## config.mk

```make
export PLATFORM = sky130hd
export DESIGN_NAME = arg_formatter
export DESIGN_NICKNAME = d
export VERILOG_FILES = /design/src/rtl/arg_formatter.sv
export SDC_FILE = /design/constraint.sdc
export NUM_CORES = 1
export LEC_CHECK = 0
export BUFFER_PORTS_ARGS = -buffer_cell sky130_fd_sc_hd__clkbuf_2
export CAP_MARGIN = 20
export CELL_PAD_IN_SITES_DETAIL_PLACEMENT = 1
export CELL_PAD_IN_SITES_GLOBAL_PLACEMENT = 1
export CORE_MARGIN = 3
export CORE_UTILIZATION = 35
export CTS_CLUSTER_DIAMETER = 150
export DETAILED_ROUTE_END_ITERATION = 10
export PLACE_DENSITY_LB_ADDON = 0.1
export SYNTH_ARGS = -nofsm -noshare
export SYNTH_HDL_FRONTEND = slang
export SYNTH_SLANG_ARGS = --single-unit
```

## constraint.sdc

```tcl
create_clock -name clk -period 5.3 [get_ports clk]
set_clock_uncertainty 0.2 [all_clocks]
set_input_delay 0.795 -clock clk [delete_from_list [all_inputs] [get_ports clk]]
set_output_delay 0.795 -clock clk [all_outputs]
set_load 0.05 [all_outputs]
```

## src/rtl/arg_formatter.sv

```systemverilog
// Formats one labelled fixed-point argument as ASCII characters and hands them,
// one at a time, to a handshaked character writer.
module arg_formatter (
  input  logic        clk,
  input  logic        reset,
  input  logic        clk_en,
  input  logic        trigger,
  input  logic [7:0]  arg_title,
  input  logic [15:0] value,
  input  logic [2:0]  precision,
  input  logic        last,
  input  logic        wr_rdy,
  input  logic        wr_done,
  input  logic        is_full,
  output logic        wr_trigger,
  output logic [7:0]  wr_char,
  output logic        rdy,
  output logic        done,
  output logic        invalid
);

  typedef enum logic [2:0] {
    IDLE, CONVERT, SELECT, WR_WAIT_RDY, WR_TRIGGER, WR_WAIT_DONE, DONE
  } state_t;

  typedef enum logic [2:0] {
    P_TITLE, P_SIGN, P_DIGIT, P_DOT, P_TERM, P_END
  } phase_t;

  state_t      state, state_next;
  phase_t      phase_r, sel_phase;
  logic [7:0]  title_r, sel_char;
  logic [2:0]  prec_r, dig_r, sel_dig, first_int;
  logic        last_r, neg_r;
  logic [15:0] bin_r, abs_value;
  logic [19:0] bcd_r, bcd_adj;
  logic [3:0]  cnt_r, cur_digit;
  logic        accept, bad_prec;

  assign accept    = (state == IDLE) && trigger && clk_en;
  assign bad_prec  = (precision > 3'd4);
  assign abs_value = value[15] ? (~value + 16'd1) : value;
  assign cur_digit = bcd_r[int'(dig_r) * 4 +: 4];

  // Double-dabble correction, applied to every BCD digit before each shift.
  always_comb begin
    for (int i = 0; i < 5; i++) begin
      bcd_adj[i*4 +: 4] = (bcd_r[i*4 +: 4] >= 4'd5) ? bcd_r[i*4 +: 4] + 4'd3
                                                     : bcd_r[i*4 +: 4];
    end
  end

  // Most significant integer digit to print: highest non-zero integer position,
  // falling back to the units position so at least one integer digit appears.
  always_comb begin
    first_int = prec_r;
    for (int i = 0; i < 5; i++) begin
      if (i >= int'(prec_r) && bcd_r[i*4 +: 4] != 4'd0) first_int = 3'(i);
    end
  end

  // NOTE: every signal assigned in an always_comb gets a default first, so no
  // path through the case statement can leave it unassigned and infer a latch.
  always_comb begin
    sel_char  = 8'h00;
    sel_phase = phase_r;
    sel_dig   = dig_r;
    case (phase_r)
      P_TITLE: begin
        sel_char  = title_r;
        sel_phase = neg_r ? P_SIGN : P_DIGIT;
        sel_dig   = first_int;
      end
      P_SIGN: begin
        sel_char  = 8'h2D;
        sel_phase = P_DIGIT;
        sel_dig   = first_int;
      end
      P_DIGIT: begin
        sel_char = 8'h30 + {4'h0, cur_digit};
        if (dig_r == 3'd0) begin
          sel_phase = P_TERM;
        end else begin
          sel_dig = dig_r - 3'd1;
          if (dig_r == prec_r) sel_phase = P_DOT;
        end
      end
      P_DOT: begin
        sel_char  = 8'h2E;
        sel_phase = P_DIGIT;
      end
      P_TERM: begin
        sel_char  = last_r ? 8'h0A : 8'h20;
        sel_phase = P_END;
      end
      default: ;
    endcase
  end

  always_comb begin
    state_next = state;
    rdy        = 1'b0;
    done       = 1'b0;
    wr_trigger = 1'b0;
    case (state)
      IDLE: begin
        rdy  = 1'b1;
        done = !accept;
        if (trigger) state_next = bad_prec ? DONE : CONVERT;
      end
      CONVERT:      if (cnt_r == 4'd15) state_next = SELECT;
      SELECT:       state_next = (phase_r == P_END) ? DONE : WR_WAIT_RDY;
      WR_WAIT_RDY:  if (wr_rdy && !is_full) state_next = WR_TRIGGER;
      WR_TRIGGER: begin
        wr_trigger = 1'b1;
        if (!wr_rdy) state_next = WR_WAIT_DONE;
      end
      WR_WAIT_DONE: if (wr_done) state_next = (phase_r == P_END) ? DONE : SELECT;
      DONE: begin
        done       = 1'b1;
        state_next = IDLE;
      end
      default:      state_next = IDLE;
    endcase
  end

  // NOTE: sequential state uses non-blocking assignments so every register
  // samples pre-edge values regardless of statement order.
  always_ff @(posedge clk) begin
    if (reset)       state <= IDLE;
    else if (clk_en) state <= state_next;
  end

  always_ff @(posedge clk) begin
    if (reset) begin
      title_r <= 8'h00;
      prec_r  <= 3'd0;
      last_r  <= 1'b0;
      neg_r   <= 1'b0;
      bin_r   <= 16'h0000;
      bcd_r   <= 20'h00000;
      cnt_r   <= 4'd0;
      phase_r <= P_TITLE;
      dig_r   <= 3'd0;
      wr_char <= 8'h00;
      invalid <= 1'b0;
    end else if (clk_en) begin
      case (state)
        IDLE: if (trigger) begin
          invalid <= bad_prec;
          if (!bad_prec) begin
            title_r <= arg_title;
            prec_r  <= precision;
            last_r  <= last;
            neg_r   <= value[15];
            bin_r   <= abs_value;
            bcd_r   <= 20'h00000;
            cnt_r   <= 4'd0;
            phase_r <= P_TITLE;
          end
        end
        CONVERT: begin
          {bcd_r, bin_r} <= {bcd_adj[18:0], bin_r, 1'b0};
          cnt_r          <= cnt_r + 4'd1;
        end
        SELECT: begin
          wr_char <= sel_char;
          phase_r <= sel_phase;
          dig_r   <= sel_dig;
        end
        default: ;
      endcase
    end
  end

endmodule

```

# Word-level counts from Yosys, hierarchy flattened
# Index checks and enable logic that the tools add are counted.
[word_totals]
memories = 0
ram_bits = 0
latchBits = 0
inputBits = 35
out_inout_bits = 12
register_bits = 71
romBits = 0
[classes]
n_mul = 0
n_shift = 1
n_lt_le_gt_ge = 11
mux = 43
div = 0
addsub = 9
n_bitwise = 2
eq_ne = 22
n_reduce_logical = 30
[ops]
columns = ["cell", "count"]
rows = [
  ["3-bit two-way mux", 19],
  ["16-bit two-way mux", 3],
  ["20-bit two-way mux", 2],
  ["20-bit case mux with 2 select lines", 1],
  ["8-bit case mux with 5 select lines", 1],
  ["16-bit case mux with 2 select lines", 1],
  ["4-bit two-way mux", 6],
  ["4-bit by 3-bit >= comparator with 1-bit output (second input constant)", 5],
  ["4-bit nonzero test", 5],
  ["20-bit by 6-bit variable part select with 4-bit output", 1],
  ["3-bit case mux with 6 select lines", 1],
  ["16-bit by 1-bit adder with 16-bit output (second input constant)", 1],
  ["4-bit by 2-bit adder with 4-bit output (second input constant)", 4],
  ["16-bit inverter", 1],
  ["3-bit == test (second input constant)", 5],
  ["2-bit inequality test (second input constant)", 7],
  ["3-bit by 2-bit == test with 1-bit output (second input constant)", 4],
  ["3-bit case mux with 2 select lines", 2],
  ["3-bit case mux with 4 select lines", 1],
  ["4-bit AND reduction", 3],
  ["6-bit AND reduction", 2],
  ["3-bit logical NOT", 3],
  ["1-bit logical AND", 8],
  ["4-bit case mux with 2 select lines", 1],
  ["23 further kinds", 31],
]

# Logic depth before layout (Yosys ltp)
# Gate-level depths: netlist of the first run.
[logic_depth]
depth_word = 8
mapped_depth = 8
mapped_depth_nobuf = 7

# Worst setup path before layout of the first run
# OpenSTA, ideal clock, no wires.
[synth_path]
path_kind = "input port to output port"
startpoint = "input clk_en"
endpoint = "output done"
cell_stages = 4
path_slack_ps = 2391
path_buffers = 1
arrival_ps = 1914
path_cell_list = "buf_2 > nand2_1 > nand2_1 > a21oi_1"
[synth_between]
elab_chain_cells = 3
[synth_rtl]
columns = ["element", "line", "source"]
rows = [
  ["start, declared", "6", "input logic clk_en,"],
  ["1-bit logical AND", "40", "assign accept = (state == IDLE) && trigger && clk_en;"],
  ["1-bit logical NOT", "108", "done = !accept;"],
  ["1-bit case mux with 2 select lines", "105", "case (state)"],
  ["end, declared", "18", "output logic done,"],
]
# Every way passes these cells.

# Worst setup path in the final report of the first run
[layout_path]
startpoint = "register state[0]"
endpoint = "output rdy"
[layout_between]
elab_chain_cells = 2
[layout_rtl]
columns = ["element", "line", "source"]
rows = [
  ["start, declared", "30", "state_t state, state_next;"],
  ["start signal, assigned", "131", "else if (clk_en) state <= state_next;"],
  ["3-bit logical NOT", "105", ""],
  ["1-bit two-way mux", "105", ""],
  ["end, declared", "17", "output logic rdy,"],
]
# Every way passes these cells.

==> reports/qor.yml, run 1 <==
setup_viol: 0
dr.pass1.iters: 4
ys.flop_type: "dfxtp_1"
cts_root_buf: "clkbuf_16"
core_um2: 12100
vias_per_cell: 5.42
tns_ps: 0
pin_count: 47
dieArea_um2: 13800
grt_overflow: 0
netlist_area_um2: 4370
synthToLayoutAreaGrowth_pct: 13.2
hpwl_um: 9080
netlist_instances: 555
antenna_found_initial: 0
stdcell_area_um2: 4940
reg2reg_from: "state[0]"
worstMarginPinSlew_ps: 939
hp-start: "wr_char[4]"
ys_seq_area_share_pct: 32.6
drive_above_1_share_pct: 15.4
drtIter0Drc: 201
synth_edf_count: 0
max-vdd-ir-drop_mv: 0.137
cts_hold_buf: 0
cp-start-kind: "flip-flop"
gp_congestion: 0.813
whs_endpoint: "wr_char[4]"
power_density_nw_per_um2: 296
grt_max_degree: 44
n_antenna_cell: 0
cts.path.max_buffers: 2
synth.distinct_cells: 68
clock_sinks: 71
outcome: "finished clean"
dpl-instance-area_um2: 4640
slew_headroom_pct: 37.2
final_cell_mix: "nand2_1 (74), dfxtp_1 (71), a21oi_1 (60)"
cts_made_buffers: 9
final_antenna_net_count: 0
cts_setup_buffers: 0
synth.avg_cell_area_um2: 7.87
wl_per_cell_um: 16.8
post_cts_resized: 0
path_clk_slew_ps: 60
critPathArrivalTime_ps: 1840
cp_max_fo: 23
die_w_um: 118
ys.warnings.count: 0
layout.nets: 628
critical-path-slowest-cell: "dfxtp_1"
mostFrequentLayoutCell: "nand2_1"
r2r_slack_ps: 2670
fillers: 1518
grt_pass1_vias: 4130
fmax_mhz: 353
cts_max_level: 3
p_leak_nw: 1.80
grtUsageTotal_pct: 18.8
io_buffers: 46
path_class: "reg2out"
crit_family: "flip-flops"
synthesis.nets: 604
min_path_cells: 2
initial_core_util_pct: 36.0
worstSetupStartpoint: "state[0]"
dieHeight_um: 118
row_count: 40
reg2reg_to: "bin_r[13]"
synth_async_sr_flop_share_pct: 0
rsz0062_at_grt: "no"
finalCriticalPeriod_ps: 2830
post-route-period-util_pct: 53.4
totalWireLength_um: 12600
grt_pass1_wl_um: 21000
final_max_slew_viol_count: 0
timing.max_cap.violations: 0
hold_class: "reg2reg"
synth-seq-cells: 71
path_buf_inv: 2
crit_chain: "or3_4, inv_2, clkbuf_2"
drc: 0
hold_viol: 0
num_vias: 4077
worstPathRequired_ps: 4300
critPathMaxStageDelay_ps: 570
cts_tree: "yes"
r2r_cells: 4
clk_latency_ps: 340
cp-end-kind: "output port"
[area by class of cell]
class,count,area [um2],share of cell area (%)
Sequential cell,71,1420,28.8
Clock buffer,12,246,4.99
Tap cell,168,210,4.25
Clock inverter,4,45.0,0.911
Inverter,23,86.3,1.75
Multi-Input combinational cell,425,2680,54.2
Timing Repair Buffer,49,256,5.19
[kinds of logic after synthesis]
kind of cell	count (synthesis)	synth area share (%)
AOI/OAI and AO/OA	164	24.7
xor gates and xnor gates	25	5.02
adders and majority gates	14	4.01
buffers and inverters	59	6.11
DFF	71	32.6
muxes	11	3.38
and+or+nand+nor	211	24.2
[worst reg2reg max path, cell delays in order (launching register included)]
cell	delay [ps]
dfxtp_1	570
or3_4	540
nor3_4	800
a21oi_1	130
a221oi_2	310
[metrics by stage]
step	total power (W)	utilization (%)	cells	setup slack, ps	hold WS (ps)
floorplan	0.000798	-	555	2390	232
global placement	0.000864	38.3	735	2330	237
detailed placement	0.000869	38.3	735	2270	246
CTS	0.00149	40.7	751	2380	254
global route	0.00155	40.8	752	2400	270
finish	0.00147	40.8	752	2470	249
[how the worst max path moves through the flow]
stage | end | slack (ps) | cells after the start
final | rdy | 2470 | 3
after global placement | bin_r[13] | 2330 | 6
after global routing | rdy | 2400 | 3
after floorplan | done | 2390 | 4
after CTS | bin_r[13] | 2380 | 5
after detailed placement | bin_r[13] | 2270 | 6
[Yosys cell counts, drive strengths merged, types with 4 or more instances]
master | number | share of area (%)
or3 | 7 | 1.1
a22oi | 6 | 1.0
ha | 14 | 4.0
nand3 | 19 | 2.2
mux2i | 8 | 1.8
nor2 | 44 | 3.8
nor3 | 23 | 2.9
a31o | 6 | 1.2
buf | 17 | 2.5
nor4 | 4 | 0.72
nand3b | 4 | 0.69
a21oi | 60 | 6.9
nand2b | 11 | 1.6
o211ai | 11 | 1.9
a31oi | 4 | 0.57
a21o | 4 | 0.69
o31ai | 6 | 1.0
nand2 | 76 | 6.9
xor2 | 11 | 2.2
o21ai | 37 | 4.2
a221oi | 5 | 1.4
clkbuf | 19 | 1.6
dfxtp | 71 | 33
nor2b | 4 | 0.57
xnor2 | 14 | 2.8
o41ai | 5 | 1.8
inv | 23 | 2.0
[where the power goes]
part | switching [W] | internal [W] | total, W
clock | 0.000234 | 0.000375 | 0.000609
sequential | 0.0000333 | 0.000557 | 0.000590
combinational | 0.000177 | 0.0000893 | 0.000266
[flip-flops by register name, indices dropped and copies added, names as in the netlist]
signal,count
cnt_r,4
neg_r,1
bcd_r,20
last_r,1
state,3
phase_r,3
title_r,8
dig_r,3
wr_char,8
prec_r,3
invalid,1
bin_r,16
[metal layers]
metal	wire length [um]	global-route usage [%]	share of wire (%)	vias to the layer above
li1	-	-	-	2026
met1	5790	22.8	46	1985
met2	6330	33.4	50	56
met5	0	0	0	-
met3	357	3.89	2.8	10
met4	147	5.35	1.2	0
(Power assumes the default switching activity.)
==> inputs of run 2 (changes only) <==
==> constraint.sdc (replaced) <==
create_clock -name clk -period 2.35 [get_ports clk]
set_clock_uncertainty 0.2 [all_clocks]
set_input_delay 0.3525 -clock clk [delete_from_list [all_inputs] [get_ports clk]]
set_output_delay 0.3525 -clock clk [all_outputs]
set_load 0.05 [all_outputs]
==> reports/qor.yml, run 2 (synthesis gave the netlist of run 1 again) <==
outcome: "finished clean"
max-vdd-ir-drop_mv: 0.285
path_clk_slew_ps: 60
cts.path.max_buffers: 2
numPlacedInstances: 754
crit_family: "simple AND/OR/NAND/NOR gates"
worstMarginPinSlew_ps: 553
met1_length_um: 6070
drc: 0
core_um2: 12100
mostFrequentLayoutCell: "nand2_1"
post-route-period-util_pct: 95.9
largest_register_ffs: 20
rsz0062_at_grt: "no"
cp-start-kind: "flip-flop"
grtUsageTotal_pct: 19.1
finalCriticalPeriod_ps: 2250
instances_no_fill: 770
dpl-instance-area_um2: 4810
layout.nets: 646
drtIter0Drc: 156
largest-register: "bcd_r"
wl_met2_um: 6300
critPathMaxStageDelay_ps: 500
cp-end-kind: "output port"
timing.max_cap.violations: 0
synthToLayoutAreaGrowth_pct: 19.3
tns_ps: 0
final_cell_mix: "nand2_1 (74), dfxtp_1 (69), a21oi_1 (60)"
reg_top3: "bcd_r (20), bin_r (16)"
critPathArrivalTime_ps: 1700
fmax_mhz: 444
grt_pass1_vias: 4303
grt_pass1_wl_um: 21900
slew_headroom_pct: 63.1
post_cts_resized: 0
clock_sinks: 71
top_layer: "met4"
cts_hold_buf: 0
totalWireLength_um: 12900
power_density_nw_per_um2: 729
p_leak_nw: 1.95
vias_per_cell: 5.37
cp_max_fo: 14
pin_count: 47
clk_latency_ps: 340
die_w_um: 118
grt_max_degree: 42
n_antenna_cell: 0
final_max_slew_viol_count: 0
dieHeight_um: 118
cts_made_buffers: 9
cts_root_buf: "clkbuf_16"
finalWorstSetupSlack_ps: 97.4
dieArea_um2: 13800
initial_core_util_pct: 36.0
hold_viol: 0
num_vias: 4136
place_ws_ps: 108
wl_per_cell_um: 16.7
row_count: 40
critical-path-slowest-cell: "or3_4"
hold_class: "in2reg"
crit_chain: "or3_4, inv_2, clkbuf_2"
cts_max_level: 3
stdcell_area_um2: 5210
path_buf_inv: 2
io_buffers: 46
setup_viol: 0
cts_tree: "yes"
dr.pass1.iters: 4
drive_above_1_share_pct: 18.6
gp_congestion: 0.806
hpwl_um: 9630
cts_setup_buffers: 0
path_class: "reg2out"
antenna_found_initial: 0
worstPathRequired_ps: 1800
route.met3.wl_um: 287
final_antenna_net_count: 0
grt_overflow: 0
[run 2: changes by cell type in the layout (fill, tap and decap cells not counted), moves of 2 or more]
cell       before  now
buf_4           2   19
clkinv_2        3    1
clkbuf_1        2    0
buf_12          0    2
dfxtp_2         0    2
bufinv_16       1    5
dfxtp_1        71   69
[run 2: routing by layer]
metal | track usage [%] | vias to the layer above
li1 | - | 2066
met2 | 33.2 | 44
met5 | 0 | -
met3 | 3.22 | 17
met4 | 6.67 | 0
met1 | 23.8 | 2009
[run 2: path summary, 6_finish.rpt]
check | cells after the start | from | slack, ps | end
max | 3 | state[2] | 100 | rdy
min | 3 | last | 40 | last_r
max reg2reg | 4 | state[2] | 220 | title_r[1]
min reg2reg | 2 | wr_char[6] | 250 | wr_char[6]
[run 2: layout make-up]
class,count,area (um2)
well taps,168,210
clock inverters,6,155
clock buffers,10,239
fillers,1509,6900
flip-flops and latches,71,1420
repair buffers,67,413
inverters,23,86.3
multi-input cells,425,2680
[run 2: metrics by stage]
| stage | util (%) | power [W] | hold slack, ps |
|---|---|---|---|
| after floorplan | - | 0.00180 | 232 |
| after global placement | 39.7 | 0.00199 | 238 |
| after detailed placement | 39.7 | 0.00201 | 245 |
| after CTS | 43.0 | 0.00385 | 25.8 |
| after global routing | 43.0 | 0.00397 | 38.6 |
| final | 43.0 | 0.00380 | 39.7 |
[run 2: power by group]
part           internal [W]  total, W  switching [W]
logic              0.000237  0.000665       0.000428
registers           0.00126   0.00132      0.0000638
clock network       0.00128   0.00181       0.000533
[run 2: tightest hold or removal path: stages]
cell and delay (ps):
clkbuf_2 80, nand2_1 50, a21oi_1 50
==> inputs of run 3 (changes only) <==
--- a/config.mk
+++ b/config.mk
@@ -5,8 +5,8 @@
 export SDC_FILE = /design/constraint.sdc
 export NUM_CORES = 1
 export LEC_CHECK = 0
-export BUFFER_PORTS_ARGS = -buffer_cell sky130_fd_sc_hd__clkbuf_2
-export CAP_MARGIN = 20
+export BUFFER_PORTS_ARGS = -buffer_cell sky130_fd_sc_hd__buf_2
+export CAP_MARGIN = 0
 export CELL_PAD_IN_SITES_DETAIL_PLACEMENT = 1
 export CELL_PAD_IN_SITES_GLOBAL_PLACEMENT = 1
 export CORE_MARGIN = 3
==> reports/qor.yml, run 3 (synthesis gave the netlist of run 1 again) <==
n_antenna_cell: 0
totalWireLength_um: 12700
synthToLayoutAreaGrowth_pct: 16.5
swShare_pct: 30.1
final_max_slew_viol_count: 0
drive_above_1_share_pct: 18.1
p_clk_share_pct: 38.6
critPathMaxStageDelay_ps: 460
slew_headroom_pct: 57.5
cts_root_buf: "clkbuf_16"
cts_setup_buffers: 0
finalWorstSetupSlack_ps: 203
hpwl_um: 9610
dieArea_um2: 13800
fin_util_pct: 42.0
mostFrequentLayoutCell: "nand2_1"
die_w_um: 118
io_buffers: 46
place_ws_ps: 99.0
path_clk_slew_ps: 50
p_comb_share_pct: 20.7
cts_tree: "yes"
row_count: 40
post-route-period-util_pct: 91.4
pin_count: 47
worstPathRequired_ps: 1800
finalCriticalPeriod_ps: 2150
power.internal_w: 0.00226
rsz0062_at_grt: "no"
cp-end-kind: "output port"
cts_max_level: 3
grt_max_degree: 34
cp-start-kind: "flip-flop"
worstMarginPinSlew_ps: 638
hold_class: "in2reg"
gp_congestion: 0.856
critPathArrivalTime_ps: 1590
drc: 0
p_leak_nw: 1.89
path_buf_inv: 2
core_um2: 12100
num_vias: 4144
dr.pass1.iters: 4
grt_pass1_wl_um: 21400
critical-path-slowest-cell: "dfxtp_1"
power_frac_seq_pct: 40.7
layout.nets: 647
cts_made_buffers: 9
grtUsageTotal_pct: 18.7
switchingPower_w: 0.000974
drtIter0Drc: 132
reg_top3: "bcd_r (20), bin_r (16)"
crit_chain: "or3_4, inv_2, buf_2"
clk_latency_ps: 340
grt_pass1_vias: 4262
initial_core_util_pct: 36.0
crit_family: "flip-flops"
hold_viol: 0
timing.max_cap.violations: 0
dieHeight_um: 118
final_antenna_net_count: 0
cts.path.max_buffers: 2
clock_sinks: 71
cp_max_fo: 12
max-vdd-ir-drop_mv: 0.398
grt_overflow: 0
vias_per_cell: 5.39
setup_viol: 0
wl_per_cell_um: 16.5
path_class: "reg2out"
antenna_found_initial: 0
outcome: "finished clean"
largest-register: "bcd_r"
final_cell_mix: "nand2_1 (74), dfxtp_1 (69), a21oi_1 (60)"
whs_ps: 57.1
power_density_nw_per_um2: 636
largest_register_ffs: 20
tns_ps: 0
fmax_mhz: 466
==> run 3: changes by cell type in the layout (fill, tap and decap cells not counted) <==
cell / before / now
buf_2: 0 / 46
clkbuf_2: 46 / 0
bufinv_16: 5 / 0
clkbuf_1: 0 / 2
buf_4: 19 / 20
clkbuf_8: 1 / 2
nor2_2: 0 / 1
nor2_4: 1 / 0
==> run 3: final cells by class <==
type / instances / area, um2
Tap cell: 168 / 210
Clock inverter: 1 / 5.00
Inverter: 23 / 86.3
Sequential cell: 71 / 1420
Fill cell: 1521 / 7030
Timing Repair Buffer: 68 / 420
Clock buffer: 13 / 260
Multi-Input combinational cell: 425 / 2680
==> run 3: power by group through the flow <==
stage	registers [W]	clock network [W]	logic, W
6_report	0.00132	0.00125	0.000669
5_1_grt	0.00132	0.00135	0.000742
4_1_cts	0.00132	0.00129	0.000679
3_5_place_dp	0.00134	0	0.000677
3_3_place_gp	0.00134	0	0.000663
2_1_floorplan	0.00132	0	0.000478
==> run 3: worst min-delay path, delay by kind of cell <==
family | cells | cell delay (ps)
AO/OA/AOI/OAI | 1 | 50
buffers and inverters | 1 | 90
AND/OR/NAND/NOR | 1 | 40
==> run 3: final timing paths <==
kind / to / startpoint / slack (ps) / depth (start not counted)
max: rdy / state[1] / 200 / 3
min: title_r[6] / arg_title[6] / 60 / 3
max reg2reg: phase_r[1] / state[1] / 270 / 5
min reg2reg: wr_char[7] / wr_char[7] / 250 / 2
==> run 3: routing by layer <==
| metal | track usage (%) | wire length [um] | vias to the layer above |
|---|---|---|---|
| met5 | 0 | 0 | - |
| met4 | 5.42 | 157 | 0 |
| met3 | 3.03 | 392 | 14 |
| met2 | 32.6 | 6210 | 66 |
| met1 | 23.9 | 5890 | 1996 |
| li1 | - | - | 2068 |
==> run 3: per-stage QoR <==
stage	cell area [um2]	total power, W	instances
floorplan	4370	0.00180	555
global placement	4820	0.00200	755
detailed placement	4820	0.00202	755
CTS	5080	0.00328	769
global route	5080	0.00341	769
finish	5080	0.00323	769
==> run 3: timing repair <==
action | 4_1_cts | 5_1_grt
hold buffers | 0 | 0
endpoints found under the hold margin | 0 | 0
setup endpoints to repair | 0 | 2
gates resized for setup | 0 | 2
